### config.mk
export PLATFORM = sky130hd
export DESIGN_NAME = dm_arbiter_flat
export DESIGN_NICKNAME = d
export VERILOG_FILES = /design/src/rtl/dm_arbiter_if.sv /design/src/rtl/dm_arbiter.sv /design/src/flat_wrapper.sv
export SDC_FILE = /design/constraint.sdc
export NUM_CORES = 1
export LEC_CHECK = 0
export CAP_MARGIN = 20
export CORE_AREA = 8 8 150 152
export CTS_BUF_LIST = sky130_fd_sc_hd__clkbuf_8
export CTS_CLUSTER_DIAMETER = 120
export DETAILED_ROUTE_END_ITERATION = 6
export DIE_AREA = 0 0 158 160
export PLACE_DENSITY = 0.87
export SYNTH_ARGS = -nofsm -noshare
export SYNTH_HDL_FRONTEND = slang
export SYNTH_SLANG_ARGS = --single-unit
export TNS_END_PERCENT = 30
### constraint.sdc
create_clock -name clk -period 3.31 [get_ports clk]
set_input_delay 0.8275 -clock clk [delete_from_list [all_inputs] [get_ports clk]]
set_output_delay 0.8275 -clock clk [all_outputs]
set_load 0.005 [all_outputs]
### src/rtl/dm_arbiter_if.sv
// Bundle of signals between the two DM requesters, the arbiter and the data memory.
// Latency: none (wires only).
// Backpressure: requesters hold pN_req and their command until pN_ack.
//
// slave  : arbiter side (takes requests and mem_rdata, drives acks and mem_*)
// master : requester / memory side (drives requests and mem_rdata, observes the rest)
interface dm_arbiter_if;
  // port 0 (CPU load/store)
  logic        p0_req;
  logic        p0_we;
  logic [1:0]  p0_type;
  logic [31:0] p0_addr;
  logic [31:0] p0_wdata;
  logic [31:0] p0_pc;
  logic        p0_ack;
  logic        p0_err;
  logic [31:0] p0_rdata;
  // port 1 (debug / DMA loader)
  logic        p1_req;
  logic        p1_we;
  logic [1:0]  p1_type;
  logic [31:0] p1_addr;
  logic [31:0] p1_wdata;
  logic [31:0] p1_pc;
  logic        p1_ack;
  logic        p1_err;
  logic [31:0] p1_rdata;
  // data memory side
  logic [31:0] mem_A;
  logic [31:0] mem_D;
  logic        mem_str;
  logic [1:0]  mem_type;
  logic [31:0] mem_pc;
  logic [31:0] mem_rdata;

  modport slave (
    input  p0_req, p0_we, p0_type, p0_addr, p0_wdata, p0_pc,
    input  p1_req, p1_we, p1_type, p1_addr, p1_wdata, p1_pc,
    input  mem_rdata,
    output p0_ack, p0_err, p0_rdata,
    output p1_ack, p1_err, p1_rdata,
    output mem_A, mem_D, mem_str, mem_type, mem_pc
  );

  modport master (
    output p0_req, p0_we, p0_type, p0_addr, p0_wdata, p0_pc,
    output p1_req, p1_we, p1_type, p1_addr, p1_wdata, p1_pc,
    output mem_rdata,
    input  p0_ack, p0_err, p0_rdata,
    input  p1_ack, p1_err, p1_rdata,
    input  mem_A, mem_D, mem_str, mem_type, mem_pc
  );
endinterface

### src/rtl/dm_arbiter.sv
// Two-port round-robin arbiter and access sequencer in front of the single-ported DM.
// Latency: request sampled at edge E -> ISSUE cycle E..E+1 -> ack pulse in cycle E+1..E+2.
// Backpressure: requests are held until ack; one access every 2 cycles at most.
//
// Ports:
//   clk    : clock, all state changes on the rising edge
//   clr_n  : asynchronous active-low reset
//   bus    : dm_arbiter_if.slave -- pN_* request/ack for both ports and mem_* to the DM
// Parameter ADDR_LIMIT is the highest legal byte address.
module dm_arbiter #(
  parameter logic [31:0] ADDR_LIMIT = 32'h0000_7FFF
) (
  input  logic        clk,
  input  logic        clr_n,
  dm_arbiter_if.slave bus
);

  typedef enum logic [1:0] {
    IDLE  = 2'd0,
    ISSUE = 2'd1,
    DONE  = 2'd2
  } state_t;

  typedef struct packed {
    logic        we;
    logic [1:0]  typ;
    logic [31:0] addr;
    logic [31:0] wdata;
    logic [31:0] pc;
  } cmd_t;

  localparam logic [1:0] T_WORD  = 2'b00;
  localparam logic [1:0] T_BYTEU = 2'b10;
  localparam logic [1:0] T_HALF  = 2'b11;

  state_t           state_q;
  logic             last_q;      // most recently granted port
  logic             win_q;       // port owning the access in flight
  logic             err_q;       // in-flight access was rejected
  logic             we_q;
  logic             mem_str_q;
  logic [31:0]      mem_A_q;
  logic [31:0]      mem_D_q;
  logic [31:0]      mem_pc_q;
  logic [1:0]       mem_type_q;
  logic [1:0]       ack_q;
  logic [1:0]       perr_q;
  logic [1:0][31:0] rdata_q;

  logic             grant_vld_d;
  logic             grant_sel_d;
  logic             illegal_d;
  cmd_t             cmd0;
  cmd_t             cmd1;
  cmd_t             cmd_d;
  logic [31:0]      rdata_d;

  assign cmd0 = {bus.p0_we, bus.p0_type, bus.p0_addr, bus.p0_wdata, bus.p0_pc};
  assign cmd1 = {bus.p1_we, bus.p1_type, bus.p1_addr, bus.p1_wdata, bus.p1_pc};

  // Grant decision. From DONE the port just acked is masked off, so a
  // requester that keeps req high across its ack cannot win twice in a row.
  always_comb begin
    grant_vld_d = 1'b0;
    grant_sel_d = 1'b0;
    case (state_q)
      IDLE: begin
        grant_vld_d = bus.p0_req | bus.p1_req;
        if (bus.p0_req && bus.p1_req) grant_sel_d = ~last_q;
        else                          grant_sel_d = bus.p1_req;
      end
      DONE: begin
        grant_sel_d = ~win_q;
        grant_vld_d = win_q ? bus.p0_req : bus.p1_req;
      end
      default: ;
    endcase
  end

  assign cmd_d = grant_sel_d ? cmd1 : cmd0;

  always_comb begin
    illegal_d = 1'b0;
    if (cmd_d.addr > ADDR_LIMIT)                           illegal_d = 1'b1;
    if (cmd_d.typ == T_WORD && cmd_d.addr[1:0] != 2'b00)   illegal_d = 1'b1;
    if (cmd_d.typ == T_HALF && cmd_d.addr[0])              illegal_d = 1'b1;
    if (cmd_d.we && cmd_d.typ == T_BYTEU)                  illegal_d = 1'b1;
  end

  // Stores and rejected accesses return zero.
  assign rdata_d = (err_q || we_q) ? 32'h0 : bus.mem_rdata;

  always_ff @(posedge clk or negedge clr_n) begin
    if (!clr_n) begin
      state_q    <= IDLE;
      last_q     <= 1'b1;   // port 0 wins the first tie
      win_q      <= 1'b0;
      err_q      <= 1'b0;
      we_q       <= 1'b0;
      mem_str_q  <= 1'b0;
      mem_A_q    <= 32'h0;
      mem_D_q    <= 32'h0;
      mem_pc_q   <= 32'h0;
      mem_type_q <= 2'b00;
      ack_q      <= 2'b00;
      perr_q     <= 2'b00;
      rdata_q    <= '0;
    end else begin
      // ack/err are single-cycle pulses; the store strobe lives only in ISSUE
      ack_q     <= 2'b00;
      perr_q    <= 2'b00;
      mem_str_q <= 1'b0;
      case (state_q)
        IDLE, DONE: begin
          if (grant_vld_d) begin
            state_q    <= ISSUE;
            last_q     <= grant_sel_d;
            win_q      <= grant_sel_d;
            err_q      <= illegal_d;
            we_q       <= cmd_d.we;
            mem_A_q    <= cmd_d.addr;
            mem_D_q    <= cmd_d.wdata;
            mem_pc_q   <= cmd_d.pc;
            mem_type_q <= cmd_d.typ;
            mem_str_q  <= cmd_d.we & ~illegal_d;
          end else begin
            state_q <= IDLE;
          end
        end
        ISSUE: begin
          // the DM commits the store at this same edge
          rdata_q[win_q] <= rdata_d;
          ack_q[win_q]   <= 1'b1;
          perr_q[win_q]  <= err_q;
          state_q        <= DONE;
        end
        default: state_q <= IDLE;
      endcase
    end
  end

  assign bus.p0_ack   = ack_q[0];
  assign bus.p0_err   = perr_q[0];
  assign bus.p0_rdata = rdata_q[0];
  assign bus.p1_ack   = ack_q[1];
  assign bus.p1_err   = perr_q[1];
  assign bus.p1_rdata = rdata_q[1];
  assign bus.mem_A    = mem_A_q;
  assign bus.mem_D    = mem_D_q;
  assign bus.mem_str  = mem_str_q;
  assign bus.mem_type = mem_type_q;
  assign bus.mem_pc   = mem_pc_q;

endmodule

### src/flat_wrapper.sv
// flat-port wrapper written by rule: the top's interface ports become plain ports
module dm_arbiter_flat 
#(
  parameter logic [31:0] ADDR_LIMIT = 32'h0000_7FFF
)
  (clk, clr_n, bus_p0_req, bus_p0_we, bus_p0_type, bus_p0_addr, bus_p0_wdata, bus_p0_pc, bus_p1_req, bus_p1_we, bus_p1_type, bus_p1_addr, bus_p1_wdata, bus_p1_pc, bus_mem_rdata, bus_p0_ack, bus_p0_err, bus_p0_rdata, bus_p1_ack, bus_p1_err, bus_p1_rdata, bus_mem_A, bus_mem_D, bus_mem_str, bus_mem_type, bus_mem_pc);
  dm_arbiter_if bus_i ();
  input  logic clk;
  input  logic clr_n;
  input wire logic [$bits(bus_i.p0_req)-1:0] bus_p0_req;
  input wire logic [$bits(bus_i.p0_we)-1:0] bus_p0_we;
  input wire logic [$bits(bus_i.p0_type)-1:0] bus_p0_type;
  input wire logic [$bits(bus_i.p0_addr)-1:0] bus_p0_addr;
  input wire logic [$bits(bus_i.p0_wdata)-1:0] bus_p0_wdata;
  input wire logic [$bits(bus_i.p0_pc)-1:0] bus_p0_pc;
  input wire logic [$bits(bus_i.p1_req)-1:0] bus_p1_req;
  input wire logic [$bits(bus_i.p1_we)-1:0] bus_p1_we;
  input wire logic [$bits(bus_i.p1_type)-1:0] bus_p1_type;
  input wire logic [$bits(bus_i.p1_addr)-1:0] bus_p1_addr;
  input wire logic [$bits(bus_i.p1_wdata)-1:0] bus_p1_wdata;
  input wire logic [$bits(bus_i.p1_pc)-1:0] bus_p1_pc;
  input wire logic [$bits(bus_i.mem_rdata)-1:0] bus_mem_rdata;
  output wire logic [$bits(bus_i.p0_ack)-1:0] bus_p0_ack;
  output wire logic [$bits(bus_i.p0_err)-1:0] bus_p0_err;
  output wire logic [$bits(bus_i.p0_rdata)-1:0] bus_p0_rdata;
  output wire logic [$bits(bus_i.p1_ack)-1:0] bus_p1_ack;
  output wire logic [$bits(bus_i.p1_err)-1:0] bus_p1_err;
  output wire logic [$bits(bus_i.p1_rdata)-1:0] bus_p1_rdata;
  output wire logic [$bits(bus_i.mem_A)-1:0] bus_mem_A;
  output wire logic [$bits(bus_i.mem_D)-1:0] bus_mem_D;
  output wire logic [$bits(bus_i.mem_str)-1:0] bus_mem_str;
  output wire logic [$bits(bus_i.mem_type)-1:0] bus_mem_type;
  output wire logic [$bits(bus_i.mem_pc)-1:0] bus_mem_pc;
  assign bus_i.p0_req = bus_p0_req;
  assign bus_i.p0_we = bus_p0_we;
  assign bus_i.p0_type = bus_p0_type;
  assign bus_i.p0_addr = bus_p0_addr;
  assign bus_i.p0_wdata = bus_p0_wdata;
  assign bus_i.p0_pc = bus_p0_pc;
  assign bus_i.p1_req = bus_p1_req;
  assign bus_i.p1_we = bus_p1_we;
  assign bus_i.p1_type = bus_p1_type;
  assign bus_i.p1_addr = bus_p1_addr;
  assign bus_i.p1_wdata = bus_p1_wdata;
  assign bus_i.p1_pc = bus_p1_pc;
  assign bus_i.mem_rdata = bus_mem_rdata;
  assign bus_p0_ack = bus_i.p0_ack;
  assign bus_p0_err = bus_i.p0_err;
  assign bus_p0_rdata = bus_i.p0_rdata;
  assign bus_p1_ack = bus_i.p1_ack;
  assign bus_p1_err = bus_i.p1_err;
  assign bus_p1_rdata = bus_i.p1_rdata;
  assign bus_mem_A = bus_i.mem_A;
  assign bus_mem_D = bus_i.mem_D;
  assign bus_mem_str = bus_i.mem_str;
  assign bus_mem_type = bus_i.mem_type;
  assign bus_mem_pc = bus_i.mem_pc;
  dm_arbiter #(.ADDR_LIMIT(ADDR_LIMIT)) u_core (.clk(clk), .clr_n(clr_n), .bus(bus_i));
endmodule
Yosys cells after proc, flatten, opt, wreduce, memory -nomap -nowiden
Index checks and enable logic that the tools add are counted.
{"block": "op_classes", "n_addsub": 0, "multipliers": 0, "div": 0, "n_lt_le_gt_ge": 3, "eq_ne": 4, "shift": 0, "muxes": 21, "bitwise_logic": 6, "reduce_logical": 11}
{"op": "99-bit two-way mux", "n": 1}
{"op": "64-bit bitwise mux", "n": 1}
{"op": "32-bit two-way mux", "n": 2}
{"op": "32-bit demux with 1-bit select", "n": 1}
{"op": "32-bit by 15-bit > comparator with 1-bit output (second input constant)", "n": 1}
{"op": "1-bit two-way mux", "n": 10}
{"op": "2-bit == test (second input constant)", "n": 3}
{"op": "1-bit logical AND", "n": 5}
{"op": "2-bit zero test", "n": 2}
{"op": "2-bit two-way mux", "n": 2}
{"op": "1-bit case mux with 2 select lines", "n": 2}
{"op": "2-bit case mux with 2 select lines", "n": 1}
{"op": "1-bit inverter", "n": 3}
{"op": "2-bit bitwise AND", "n": 1}
{"op": "2-bit by 1-bit == test with 1-bit output (second input constant)", "n": 1}
{"op": "1-bit by 2-bit < comparator with 1-bit output (second input constant)", "n": 1}
{"op": "2-bit AND reduction", "n": 1}
{"op": "2-bit nonzero test", "n": 1}
{"op": "2-bit OR reduction", "n": 1}
{"op": "1-bit bitwise AND", "n": 1}
{"op": "1-bit demux with 1-bit select", "n": 1}
{"op": "1-bit greater-or-equal comparator (second input constant)", "n": 1}
{"op": "1-bit logical OR", "n": 1}
{"op": "1-bit bitwise OR", "n": 1}
{"block": "word_totals", "reg_bits": 173, "latchBits": 0, "ramBits": 0, "mem_bits_ro": 0, "input_bits": 234, "n_memories": 0}

Logic depth before layout (Yosys ltp)
Gate-level depths: netlist (run 1).
{"block": "depth", "depth_word": 13, "ltp_mapped": 7, "ltp_nobuf": 4}

Worst setup path after synthesis (run 1)
No wires, ideal clock.
{"block": "synth_timing", "kind": "input port to flip-flop", "from": "input port bus_p0_req", "to": "register u_core.mem_D_q[1] (netlist: u_core.bus.mem_D[1])", "setup_ns": 0.130, "arrival_ns": 1.728, "required_time_ns": 3.180, "slack_ns": 1.452, "cell_stages": 6, "n_path_buf": 2, "path_cell_list": "and2_1 > o21a_4 > buf_2 > clkbuf_2 > o21ai_0 > a31oi_1"}
{"block": "synth_via", "elab_chain_len": 4}
{"item": "start, declared", "line": "flat_wrapper.sv:10", "rtl": "input wire logic [$bits(bus_i.p0_req)-1:0] bus_p0_req;"}
{"item": "1-bit logical AND", "line": "dm_arbiter.sv:69", "rtl": "if (bus.p0_req && bus.p1_req) grant_sel_d = ~last_q;"}
{"item": "1-bit two-way mux", "line": "dm_arbiter.sv:69"}
{"item": "1-bit case mux with 2 select lines", "line": "dm_arbiter.sv:66", "rtl": "case (state_q)"}
{"item": "99-bit two-way mux", "line": "dm_arbiter.sv:80", "rtl": "assign cmd_d = grant_sel_d ? cmd1 : cmd0;"}
{"item": "end signal, assigned", "line": "dm_arbiter.sv:122", "rtl": "mem_D_q <= cmd_d.wdata;"}
{"item": "end, declared", "line": "dm_arbiter.sv:43", "rtl": "logic [31:0] mem_D_q;"}
Parallel ways exist; a longest one is shown, timed or not.
A chain may end at the register's enable or synchronous reset.

Final worst setup path (run 1)
{"block": "layout_timing", "from": "input port bus_p1_req", "to": "register u_core.mem_A_q[16] (netlist: u_core.bus.mem_A[16])"}
{"block": "layout_via", "elab_chain_len": 4}
{"item": "start, declared", "line": "flat_wrapper.sv:16", "rtl": "input wire logic [$bits(bus_i.p1_req)-1:0] bus_p1_req;"}
{"item": "1-bit logical AND", "line": "dm_arbiter.sv:69"}
{"item": "1-bit two-way mux", "line": "dm_arbiter.sv:69"}
{"item": "1-bit case mux with 2 select lines", "line": "dm_arbiter.sv:66"}
{"item": "99-bit two-way mux", "line": "dm_arbiter.sv:80"}
{"item": "end signal, assigned", "line": "dm_arbiter.sv:121", "rtl": "mem_A_q <= cmd_d.addr;"}
{"item": "end, declared", "line": "dm_arbiter.sv:42", "rtl": "logic [31:0] mem_A_q;"}
Parallel ways exist; a longest one is shown, timed or not.

==> flow_metrics.py, run 1 <==
metrics = {
    "synth": {
        "avgSynthCellArea_sq_um": 8.93,
        "synth_fp_nets": 1093,
        "yosys-top-cells-count": "172 x dfrtp_1, 163 x o21ai_0, 103 x nor2_1, 101 x nand3_1, 100 x nand2_1",
        "synth_enable_flop_cells": 0,
        "yosys-top-cells-area": "dfrtp_1 56%, o21ai_0 11%, a31oi_1 8.1%",
        "synth_area_leader_cell": "dfrtp_1",
        "synth-main-ff-cell": "dfrtp_1",
        "ys_seq_area_frac": 0.564,
        "synth-async-reset-ratio": 1.00,
        "synthCells": 859,
        "synth_top_cell_area_share": 0.561,
        "synth_cell_types": 32,
        "yosysMostFrequentCell": "dfrtp_1",
        "netlist_area_sq_um": 7670,
        "ys_warn_count": 0,
        "synth-seq-cells": 173,
    },
    "sta": {
        "clock_skew_ps": 18.0,
        "tns_ps": 0,
        "fin_ws_ps": 974,
        "rsz0062_at_grt": "false",
        "clock.fmax_mhz": 428,
        "fin_crit_ps": 2340,
        "tightestPinTransition_ps": 724,
        "finalHoldViolations": 0,
        "period_share": 0.706,
        "setup_viol": 0,
        "slew_headroom": 0.517,
        "slew_violations": 0,
    },
    "worst_setup_path": {
        "reg2reg_depth": 5,
        "r2r_start": "u_core.state_q[0]$_DFF_PN0_",
        "crit_required_ps": 3670,
        "rr_endpoint": "u_core.bus.mem_A[6]$_DFFE_PN0P_",
        "crit_start": "bus_p1_req",
        "path_class": "input port to flop",
        "start_kind": "input port",
        "cp_data_arrival_time_ps": 2690,
        "path_max_fanout": 58,
        "rrSetupSlack_ps": 1050,
        "endpoint_kind": "flop",
    },
    "layout": {
        "fin_nets": 1449,
        "instances_no_fill": 1500,
        "area_delta_synth_final_pct": 59.7,
        "fillers": 1638,
        "drive_above_1_share": 0.0505,
        "register_area_sq_um": 4330,
        "multi_input_area_sq_um": 2970,
    },
    "drt": {
        "route.vias.total": 8106,
        "wl_per_cell_um": 20.5,
        "post-route-drc-count": 0,
        "wirelength_mm": 30.8,
        "first_pass_iters": 5,
        "drt-initial-drc-count": 643,
        "ant_nets": 0,
        "vias_per_cell": 5.40,
    },
    "clock_network": {
        "cts_max_path_buffers": 2,
        "cts_root_buf": "clkbuf_8",
        "cts_setup_buffers": 0,
        "clk_latency_ps": 450,
        "cts_resized": 0,
        "postCtsHoldBufs": 0,
        "cts.sinks": 173,
        "cts_buffers": 17,
        "htreeDepth": 4,
        "clkTransAtPathRegs_ps": 100,
        "cts_tree": "built",
    },
    "global_route": {
        "grt_pass1_vias": 8505,
        "track_usage": 0.240,
        "grt_antenna_before_repair": 4,
        "grt.overflow.total": 0,
        "grt_pass1_wl_mm": 47.2,
        "grt_max_degree": 88,
    },
    "floorplan": {
        "die_y_um": 160,
        "rows": 52,
        "dieArea_sq_um": 25300,
        "start_util": 0.383,
        "core_area_sq_um": 20000,
        "io_pins": 401,
        "die_x_um": 158,
    },
    "placement": {
        "dpl.hpwl_mm": 23.4,
        "place_inst": 1466,
        "gp_congestion": 0.864,
        "port_buffers": 400,
        "pre_cts_ws_ps": 528,
    },
    "power": {
        "vdd_drop_max_mv": 0.469,
        "p_leak_nw": 4.74,
        "p_per_area_nw_per_um2": 748,
    },
    "run_status": {
        "status": "finished clean",
    },
    "run": {
        "drv_cap": 0,
    },
    "min_path": {
        "hp-class": "input port to async pin",
    },
}
kinds of logic after synthesis:
kind of cell / synth area share
AND/OR/NAND/NOR: 0.186
AO/OA/AOI/OAI: 0.200
flip-flops: 0.564
buffers and inverters: 0.0502
layer usage:
layer | track usage | wire [um] | vias to the layer above
met1 | 0.260 | 11000 | 3894
li1 | - | - | 3742
met5 | 0 | 13 | -
met3 | 0.0915 | 3380 | 70
met2 | 0.409 | 15300 | 398
met4 | 0.105 | 1110 | 2
sequential cells by signal, summed over array words and instances (netlist names):
signal / count
u_core.bus.mem_D: 32
u_core.last_q: 1
u_core.ack_q: 2
u_core.perr_q: 2
u_core.bus.p0_rdata: 32
u_core.bus.mem_type: 2
u_core.state_q: 2
u_core.bus.p1_rdata: 32
u_core.bus.mem_str: 1
u_core.win_q: 1
u_core.we_q: 1
u_core.bus.mem_pc: 32
u_core.bus.mem_A: 32
u_core.err_q: 1
metrics by stage:
| stage | hold slack (ps) | cell area (sq um) | total power [mW] | util |
|---|---|---|---|---|
| floorplan | 473 | 7670 | 5.40 | - |
| global placement | 461 | 11900 | 7.65 | 0.592 |
| detailed placement | 469 | 11900 | 7.77 | 0.592 |
| CTS | 325 | 12200 | 9.25 | 0.611 |
| global route | 345 | 12200 | 9.82 | 0.611 |
| finish | 327 | 12200 | 9.16 | 0.611 |
cell usage in the layout (no fill, tap or decap), types with 2 or more instances in the layout:
cell type and count:
nand3_1 101, clkinv_4 2, nor2_1 102, o21ai_0 163, inv_6 3, nor2b_1 3
clkinvlp_4 3, nand2_1 99, diode_2 3, clkdlybuf4s50_1 399, clkbuf_8 18, nand2b_2 2
inv_1 3, clkinv_2 3, dfrtp_1 171, nand4_1 2, buf_4 13, a31oi_1 99
nor4b_1 2, inv_8 2, a21o_1 2, nor4_1 7, buf_12 5, nor3_1 6
worst max path at each step:
stage	cells after the start	end	slack [ps]
6_report	6	u_core.bus.mem_A[16]$_DFFE_PN0P_	970
5_1_grt	6	u_core.bus.mem_A[7]$_DFFE_PN0P_	870
4_1_cts	1	bus_mem_A[31]	1020
3_5_place_dp	6	u_core.bus.mem_A[18]$_DFFE_PN0P_	530
3_3_place_gp	6	u_core.bus.mem_D[8]$_DFFE_PN0P_	670
2_1_floorplan	6	u_core.bus.mem_D[1]$_DFFE_PN0P_	1450
report_power, final:
part | switching, mW | internal [mW] | leakage [nW]
combinational | 2.33 | 2.12 | 2.43
clock | 0.821 | 0.628 | 0.186
sequential | 0.461 | 2.80 | 2.12
layout make-up:
class	instances	share of cell area
antenna	3	0.000613
clock buffer	18	0.0202
clock inverter	13	0.0105
inverter	5	0.00163
multi-input combinational	600	0.243
sequential	173	0.354
tap	270	0.0276
timing repair buffer	418	0.343
worst max-delay path, stage by stage:
cell	delay [ps]
clkdlybuf4s50_1	560
a21boi_1	270
o221a_4	270
buf_4	470
nor2_1	80
a31oi_1	170
No activity file was read; power rests on OpenSTA's default activity.
==> inputs of run 2 (changes only) <==
Clock period 3.31 ns to 2.4 ns, I/O delays scaled along.
==> flow_metrics.py, run 2 (synthesis gave the netlist of run 1 again) <==
metrics = {
    "sta": {
        "period_share": 0.829,
        "rsz0062_at_grt": "false",
        "tightestPinTransition_ps": 907,
        "holdWs_ps": 133,
        "fin_crit_ps": 1990,
        "fin_ws_ps": 411,
        "clock_skew_ps": 19.5,
        "setup_viol": 0,
        "clock.fmax_mhz": 503,
        "slew_violations": 0,
        "finalHoldViolations": 0,
        "tns_ps": 0,
        "slew_headroom": 0.395,
    },
    "layout": {
        "area_delta_synth_final_pct": 63.0,
        "fillers": 1629,
        "final_cell_area_sq_um": 12500,
        "drive_above_1_share": 0.0627,
        "fin_nets": 1466,
        "final_common_cell": "clkdlybuf4s50_1",
        "layout_common_cells": "399 x clkdlybuf4s50_1, 171 x dfrtp_1, 163 x o21ai_0",
    },
    "drt": {
        "wirelength_mm": 31.1,
        "post-route-drc-count": 0,
        "first_pass_iters": 5,
        "vias_per_cell": 5.33,
        "wl_per_cell_um": 20.5,
        "ant_nets": 0,
        "route.vias.total": 8089,
        "drt-initial-drc-count": 575,
    },
    "clock_network": {
        "cts_tree": "built",
        "cts.sinks": 173,
        "cts_max_path_buffers": 2,
        "htreeDepth": 4,
        "postCtsHoldBufs": 0,
        "cts_root_buf": "clkbuf_8",
        "clk_latency_ps": 440,
        "cts_buffers": 17,
        "clkTransAtPathRegs_ps": 100,
        "cts_resized": 0,
        "cts_setup_buffers": 0,
    },
    "floorplan": {
        "core_area_sq_um": 20000,
        "io_pins": 401,
        "dieArea_sq_um": 25300,
        "die_x_um": 158,
        "start_util": 0.383,
        "die_y_um": 160,
        "rows": 52,
    },
    "worst_setup_path": {
        "path_class": "flop to primary output",
        "path_max_fanout": 2,
        "start_kind": "flop",
        "cp_data_arrival_time_ps": 1390,
        "path_cells": "clkdlybuf4s50_1",
        "crit_required_ps": 1800,
        "critPathTopFamily": "buffers and inverters",
        "cp_slowest_cell": "clkdlybuf4s50_1",
        "slowest_delay_ps": 550,
        "timing.critical_path.buf_inv": 1,
        "endpoint_kind": "primary output",
    },
    "global_route": {
        "track_usage": 0.241,
        "grt.overflow.total": 0,
        "grt_pass1_wl_mm": 47.3,
        "grt_pass1_vias": 8409,
        "grt_max_degree": 85,
        "grt_antenna_before_repair": 5,
    },
    "power": {
        "vdd_drop_max_mv": 0.608,
        "p_per_area_nw_per_um2": 1050,
        "p_leak_nw": 4.87,
    },
    "placement": {
        "gp_congestion": 0.870,
        "dpl.hpwl_mm": 23.9,
        "pre_cts_ws_ps": 22.5,
        "port_buffers": 400,
        "dpl-instance-area_sq_um": 12100,
    },
    "run": {
        "drv_cap": 0,
    },
    "min_path": {
        "hp-class": "input port to async pin",
    },
    "run_status": {
        "status": "finished clean",
    },
}
## run 2: where the power goes
group / internal [mW] / switching [mW] / leakage [nW] / total (mW)
Combinational: 3.23 / 3.41 / 2.55 / 6.63
Clock: 0.942 / 1.13 / 0.194 / 2.07
Sequential: 3.86 / 0.544 / 2.12 / 4.41
Total: 8.03 / 5.08 / 4.87 / 13.1
## run 2: metal layers
layer,global-route usage,up-vias,wire length (um)
met3,0.0928,55,3390
met4,0.101,2,894
met5,0,-,13
met1,0.259,3849,11200
met2,0.413,404,15500
li1,-,3779,-
## run 2: through the flow
stage	instances	utilization	power, mW
after floorplan	859	-	7.45
after global placement	1483	0.604	10.9
after detailed placement	1483	0.604	11.1
after CTS	1514	0.624	13.2
after global routing	1518	0.624	14.0
final	1518	0.624	13.1
## run 2: final cells by class
cell class	instances	area [sq um]	area share
Antenna cell	4	10.0	0.000800
Clock buffer	17	234	0.0187
Clock inverter	14	158	0.0126
Inverter	5	20.0	0.00160
Multi-Input combinational cell	600	2970	0.238
Sequential cell	173	4330	0.346
Tap cell	270	338	0.0270
Timing Repair Buffer	435	4440	0.355
## run 2: worst paths after layout
path                       cells after the start  slack, ps                                   to                                start
max                                            1        410                        bus_mem_D[29]     u_core.bus.mem_D[29]$_DFFE_PN0P_
min                                            1        130      u_core.bus.mem_D[0]$_DFFE_PN0P_                                clr_n
max reg2reg                                    4        460              u_core.we_q$_DFFE_PN0P_          u_core.state_q[0]$_DFF_PN0_
min reg2reg                                    2        480  u_core.bus.p0_rdata[23]$_DFFE_PN0P_  u_core.bus.p0_rdata[23]$_DFFE_PN0P_
max in group asynchronous                      2       1610            u_core.last_q$_DFFE_PN1P_                                clr_n
min in group clk                               2        480  u_core.bus.p0_rdata[23]$_DFFE_PN0P_  u_core.bus.p0_rdata[23]$_DFFE_PN0P_
